File: config.mk
export PLATFORM = sky130hd
export DESIGN_NAME = jtroc_sdram_arb
export DESIGN_NICKNAME = d
export VERILOG_FILES = /design/src/rtl/jtroc_arb_pkg.sv /design/src/rtl/jtroc_arb_cache.sv /design/src/rtl/jtroc_sdram_arb.sv
export SDC_FILE = /design/constraint.sdc
export NUM_CORES = 1
export LEC_CHECK = 0
export BUFFER_PORTS_ARGS = -buffer_cell sky130_fd_sc_hd__clkbuf_2
export CAP_MARGIN = 20
export CORE_MARGIN = 5
export CORE_UTILIZATION = 40
export CTS_CLUSTER_SIZE = 16
export DETAILED_ROUTE_END_ITERATION = 10
export PLACE_DENSITY = 0.67
export SYNTH_ARGS = -nofsm -noshare
export SYNTH_HDL_FRONTEND = slang
export SYNTH_SLANG_ARGS = --single-unit
File: constraint.sdc
create_clock -name clk -period 8.3 [get_ports clk]
set_input_delay 1.66 -clock clk [delete_from_list [all_inputs] [get_ports clk]]
set_output_delay 1.66 -clock clk [all_outputs]
set_load 0.05 [all_outputs]
File: src/rtl/jtroc_arb_pkg.sv
// Shared types and helpers for the jtroc SDRAM ROM arbiter.
package jtroc_arb_pkg;

  localparam int unsigned NREQ = 4;

  localparam logic [1:0] MAIN = 2'd0;
  localparam logic [1:0] SND  = 2'd1;
  localparam logic [1:0] SCR  = 2'd2;
  localparam logic [1:0] OBJ  = 2'd3;

  typedef enum logic [1:0] {IDLE, REQ, WAIT} arb_state_t;

  // Round-robin search starting at ptr; result is {found, index}.
  function automatic logic [2:0] rr_pick(input logic [NREQ-1:0] miss, input logic [1:0] ptr);
    logic [2:0] res;
    logic [1:0] idx;
    res = '0;
    for (int unsigned i = 0; i < NREQ; i++) begin
      idx = ptr + 2'(i);
      if (!res[2] && miss[idx]) res = {1'b1, idx};
    end
    return res;
  endfunction

endpackage

File: src/rtl/jtroc_arb_cache.sv
// One-word read cache for a single ROM requester: valid/tag/data, hit and
// the registered data-valid flag.
module jtroc_arb_cache
  import jtroc_arb_pkg::*;
#(
  parameter int AW = 22,
  parameter int DW = 16
) (
  input  logic          rst,
  input  logic          clk,
  input  logic          downloading,
  input  logic          req,
  input  logic [AW-1:0] addr,
  input  logic          fill,
  input  logic [AW-1:0] fill_addr,
  input  logic [DW-1:0] fill_data,
  output logic          hit,
  output logic          ok,
  output logic [DW-1:0] data
);

  logic          valid;
  logic [AW-1:0] tag;

  assign hit = req & valid & (tag == addr);

  always_ff @(posedge clk or posedge rst) begin
    if (rst) begin
      valid <= 1'b0;
      tag   <= '0;
      data  <= '0;
      ok    <= 1'b0;
    end else begin
      ok <= hit & ~downloading;
      // A fill that lands during a download stores the word but stays invalid.
      if (fill) begin
        tag   <= fill_addr;
        data  <= fill_data;
        valid <= ~downloading;
      end else if (downloading) begin
        valid <= 1'b0;
      end
    end
  end

endmodule

File: src/rtl/jtroc_sdram_arb.sv
// Four-way SDRAM ROM read arbiter with one cached word per requester.
// Optional build macro JTROC_ARB_MAINPRIO_EN gives the main CPU fixed priority.
module jtroc_sdram_arb
  import jtroc_arb_pkg::*;
#(
  parameter int AW = 22,
  parameter int DW = 16
) (
  input  logic              rst,
  input  logic              clk,
  input  logic              downloading,
  input  logic [3:0]        req,
  input  logic [4*AW-1:0]   addr,
  output logic [3:0]        ok,
  output logic [4*DW-1:0]   data,
  output logic              sdram_req,
  output logic [AW-1:0]     sdram_addr,
  input  logic              sdram_ack,
  input  logic              sdram_rdy,
  input  logic [DW-1:0]     sdram_din
);

  arb_state_t      state, state_nx;
  logic [1:0]      winner, ptr, pick;
  logic [2:0]      sel;
  logic            found, grant, fill;
  logic [NREQ-1:0] hit, miss;
  logic [AW-1:0]   addr_a [NREQ];

  assign miss = req & ~hit;

`ifdef JTROC_ARB_MAINPRIO_EN
  assign sel = miss[MAIN] ? {1'b1, MAIN} : rr_pick(miss & 4'b1110, ptr);
`else
  assign sel = rr_pick(miss, ptr);
`endif
  assign found = sel[2];
  assign pick  = sel[1:0];

  always_comb begin
    state_nx = state;
    grant    = 1'b0;
    fill     = 1'b0;
    case (state)
      IDLE: if (found && !downloading) begin
        grant    = 1'b1;
        state_nx = REQ;
      end
      REQ:  if (sdram_ack) state_nx = WAIT;
      WAIT: if (sdram_rdy) begin
        fill     = 1'b1;
        state_nx = IDLE;
      end
      default: state_nx = IDLE;
    endcase
  end

  always_ff @(posedge clk or posedge rst) begin
    if (rst) begin
      state      <= IDLE;
      winner     <= '0;
      ptr        <= '0;
      sdram_addr <= '0;
    end else begin
      state <= state_nx;
      if (grant) begin
        winner     <= pick;
        sdram_addr <= addr_a[pick];
`ifdef JTROC_ARB_MAINPRIO_EN
        if (pick != MAIN) ptr <= pick + 2'd1;
`else
        ptr <= pick + 2'd1;
`endif
      end
    end
  end

  assign sdram_req = (state == REQ);

  for (genvar n = 0; n < NREQ; n++) begin : g_cache
    assign addr_a[n] = addr[n*AW +: AW];

    jtroc_arb_cache #(.AW(AW), .DW(DW)) u_cache (
      .rst         (rst),
      .clk         (clk),
      .downloading (downloading),
      .req         (req[n]),
      .addr        (addr_a[n]),
      .fill        (fill && (winner == 2'(n))),
      .fill_addr   (sdram_addr),
      .fill_data   (sdram_din),
      .hit         (hit[n]),
      .ok          (ok[n]),
      .data        (data[n*DW +: DW])
    );
  end

endmodule

==> flow_metrics.py <==
metrics = {
    "synthesis": {
        "synth_common_cells": "188 x dfrtp_1, 154 x mux2_2, 57 x xor2_1",
        "synth_top_area_cell": "dfrtp_1",
        "synthTopCellsByArea": "dfrtp_1 52%, mux2_2 19%, xor2_1 5.6%",
        "synthArstFlopShare_pct": 100,
        "synth_flop_cell": "dfrtp_1",
        "ys_seq_elements": 188,
        "synth_edf_count": 0,
        "ys_types": 48,
        "syn_inst": 683,
        "synth_warnings": 0,
        "ys_seq_area_share_pct": 52.3,
        "synthesis.area_um2": 8990,
        "syn_nets": 796,
        "syn_avg_cell_area_um2": 13.2,
        "yosysMostFrequentCell": "dfrtp_1",
        "synth_top_area_share_pct": 52.3,
    },
    "clock_tree": {
        "cts-resized-gates": 0,
        "holdBufCountCts": 0,
        "insertion_delay_ns": 0.44,
        "clk_path_buf_depth": 2,
        "cts_tree": "yes",
        "cts_sinks": 188,
        "cts_inserted_buffers": 17,
        "cts-root-buf": "clkbuf_16",
        "cts.htree.levels": 4,
        "post_cts_buffers": 0,
        "path_clk_slew_ns": 0.07,
    },
    "timing": {
        "min_period_ns": 5.37,
        "hold_viol": 0,
        "rsz0062_at_grt": "no",
        "post-route-period-util_pct": 64.7,
        "hold_ws_ns": 0.508,
        "slew_headroom_pct": 39.1,
        "worst_pin_slew_ns": 0.913,
        "timing.fmax_ghz": 0.186,
        "finClkSkew_ns": 0.00934,
        "slew_viol_final": 0,
        "setup_ws_ns": 2.93,
        "setup_viol": 0,
        "tns_ns": 0,
    },
    "grt": {
        "grt_usage_pct": 20.9,
        "grt_max_degree": 119,
        "grt_overflow": 0,
        "grt_pass1_wl_um": 41200,
        "antenna_found_initial": 4,
        "grt_pass1_vias": 6880,
    },
    "detailed_routing": {
        "ant_nets": 0,
        "drt_pass1_iterations": 4,
        "routed_wirelength_um": 26600,
        "drc": 0,
        "via_per_inst": 5.39,
        "drt-initial-drc-count": 363,
        "routed-via-count": 6322,
        "wl_per_cell_um": 22.7,
    },
    "placed_design": {
        "place_area_um2": 10300,
        "dp.cells": 1140,
        "port_buffers": 203,
        "dp_slack_ns": 2.56,
        "dp_hpwl_um": 19500,
        "gp_congestion": 0.883,
    },
    "floorplan": {
        "start_util_pct": 41.0,
        "die_area_um2": 25600,
        "die_w_um": 160,
        "io_pins": 204,
        "die_h_um": 160,
        "core_um2": 22000,
        "core.rowCount": 54,
    },
    "final_layout": {
        "layout.nets": 992,
        "final_core_util_pct": 49.4,
        "antennaDiodeCount": 0,
        "fillers": 2030,
        "stdcell_area_um2": 10800,
        "layoutNonFillerInstCount": 1172,
        "area_growth_pct": 20.6,
        "drive_gt1_share_pct": 48.9,
    },
    "pwr": {
        "cellLeakagePower_nw": 5.08,
        "clkPwrFrac_pct": 17.8,
        "ir_worst_vdd_v": 0.000290,
        "pwr_density_cell_nw_per_um2": 416,
        "p_int_mw": 2.44,
        "combPwrFrac_pct": 45.8,
        "total_power_mw": 4.51,
        "p_sw_mw": 2.07,
        "p_sw_share_pct": 45.8,
        "seqPwrFrac_pct": 36.4,
    },
    "setup_path": {
        "worst_path_largest_cell_delay_ns": 0.68,
        "path_max_fanout": 17,
        "timing.rr.start": "g_cache[3].u_cache.tag[19]",
        "crit_top_cell": "buf_4",
        "arrival_ns": 5.70,
        "worstSetupStartpoint": "addr[85]",
        "end_kind": "flip-flop",
        "cp_slowest_cell": "o41ai_1",
        "crit_buf_inv": 3,
        "path_class": "primary input to flip-flop",
        "required_ns": 8.63,
        "cp-start-kind": "primary input",
        "worst_path_dominant_cell_family": "compound AO/OA/AOI/OAI gates",
        "crit_path_cell_trace": "clkbuf_2, xnor2_1, nand4_1, or4_1, o41ai_1, a41oi_2, buf_4, and2_1, buf_4, a221oi_1",
    },
    "run_status": {
        "status": "finished, final reports clean",
    },
    "run": {
        "drv_cap": 0,
    },
    "worst_hold_path": {
        "hp-start": "g_cache[2].u_cache.data[13]",
        "hp-class": "flip-flop to flip-flop",
    },
}
-- registers in the layout, summed over array words and instances (netlist names) --
| register | cells |
|---|---|
| g_cache.u_cache.data | 64 |
| g_cache.u_cache.ok | 4 |
| g_cache.u_cache.tag | 88 |
| g_cache.u_cache.valid | 4 |
| ptr | 2 |
| sdram_addr | 22 |
| state | 2 |
| winner | 2 |
-- power groups by stage --
| stage | clock network (mW) | registers (mW) | logic (mW) |
|---|---|---|---|
| 4_1_cts | 0.822 | 1.64 | 2.09 |
| 2_1_floorplan | 0 | 2.27 | 0.857 |
| 6_report | 0.805 | 1.64 | 2.07 |
| 5_1_grt | 0.861 | 1.70 | 2.18 |
| 3_3_place_gp | 0 | 1.64 | 2.06 |
| 3_5_place_dp | 0 | 1.65 | 2.08 |
-- worst register-to-register path, delay by kind of cell, from the launching register on --
family / cells / cell delay, ns
AO/OA/AOI/OAI: 3 / 1.56
XOR/XNOR: 1 / 0.48
buffers and inverters: 2 / 0.74
flip-flops: 1 / 0.39
AND/OR/NAND/NOR: 3 / 1.20
-- layout make-up --
cell class | instances | area, um^2 | area share, %
clock inverter | 14 | 134 | 1.23
tap | 280 | 350 | 3.23
clock buffer | 18 | 439 | 4.05
multi-input combinational | 449 | 4080 | 37.6
timing repair buffer | 215 | 1110 | 10.2
inverter | 8 | 37.5 | 0.346
sequential | 188 | 4700 | 43.4
-- metal layers --
metal	up-vias	GRT usage (%)	wire, um
met2	257	32.9	12000
met3	53	7.35	2340
met4	8	8.17	858
met1	3156	26.7	11300
met5	-	0	53
li1	2848	-	-
-- path summary, 6_finish.rpt --
| kind | end | slack [ns] | depth (start not counted) |
|---|---|---|---|
| worst max-delay path | sdram_addr[19] | 2.93 | 10 |
| worst min-delay path | g_cache[2].u_cache.data[13] | 0.51 | 1 |
| worst max register to register | sdram_addr[19] | 3.84 | 9 |
| worst min register to register | g_cache[2].u_cache.data[13] | 0.51 | 1 |
| max in group asynchronous | g_cache[0].u_cache.tag[11] | 5.50 | 3 |
| min in group asynchronous | g_cache[1].u_cache.data[7] | 1.38 | 2 |
-- cells in the final DEF (no fill, tap or decap), drive strengths merged, types with 16 or more instances in the layout --
| cell | instances |
|---|---|
| dfrtp | 188 |
| mux2i | 23 |
| a21boi | 21 |
| a211oi | 42 |
| nor4 | 16 |
| clkbuf | 221 |
| xnor2 | 32 |
| nor2 | 35 |
| mux2 | 154 |
| xor2 | 57 |
-- logic make-up after synthesis --
| logic type | synth area share [%] |
|---|---|
| buffers and inverters | 2.66 |
| and+or+nand+nor | 6.07 |
| DFF | 52.3 |
| AOI/OAI and AO/OA | 8.46 |
| muxes | 21.8 |
| xor gates and xnor gates | 8.67 |
Note: power is estimated with default switching activity, not from simulation.
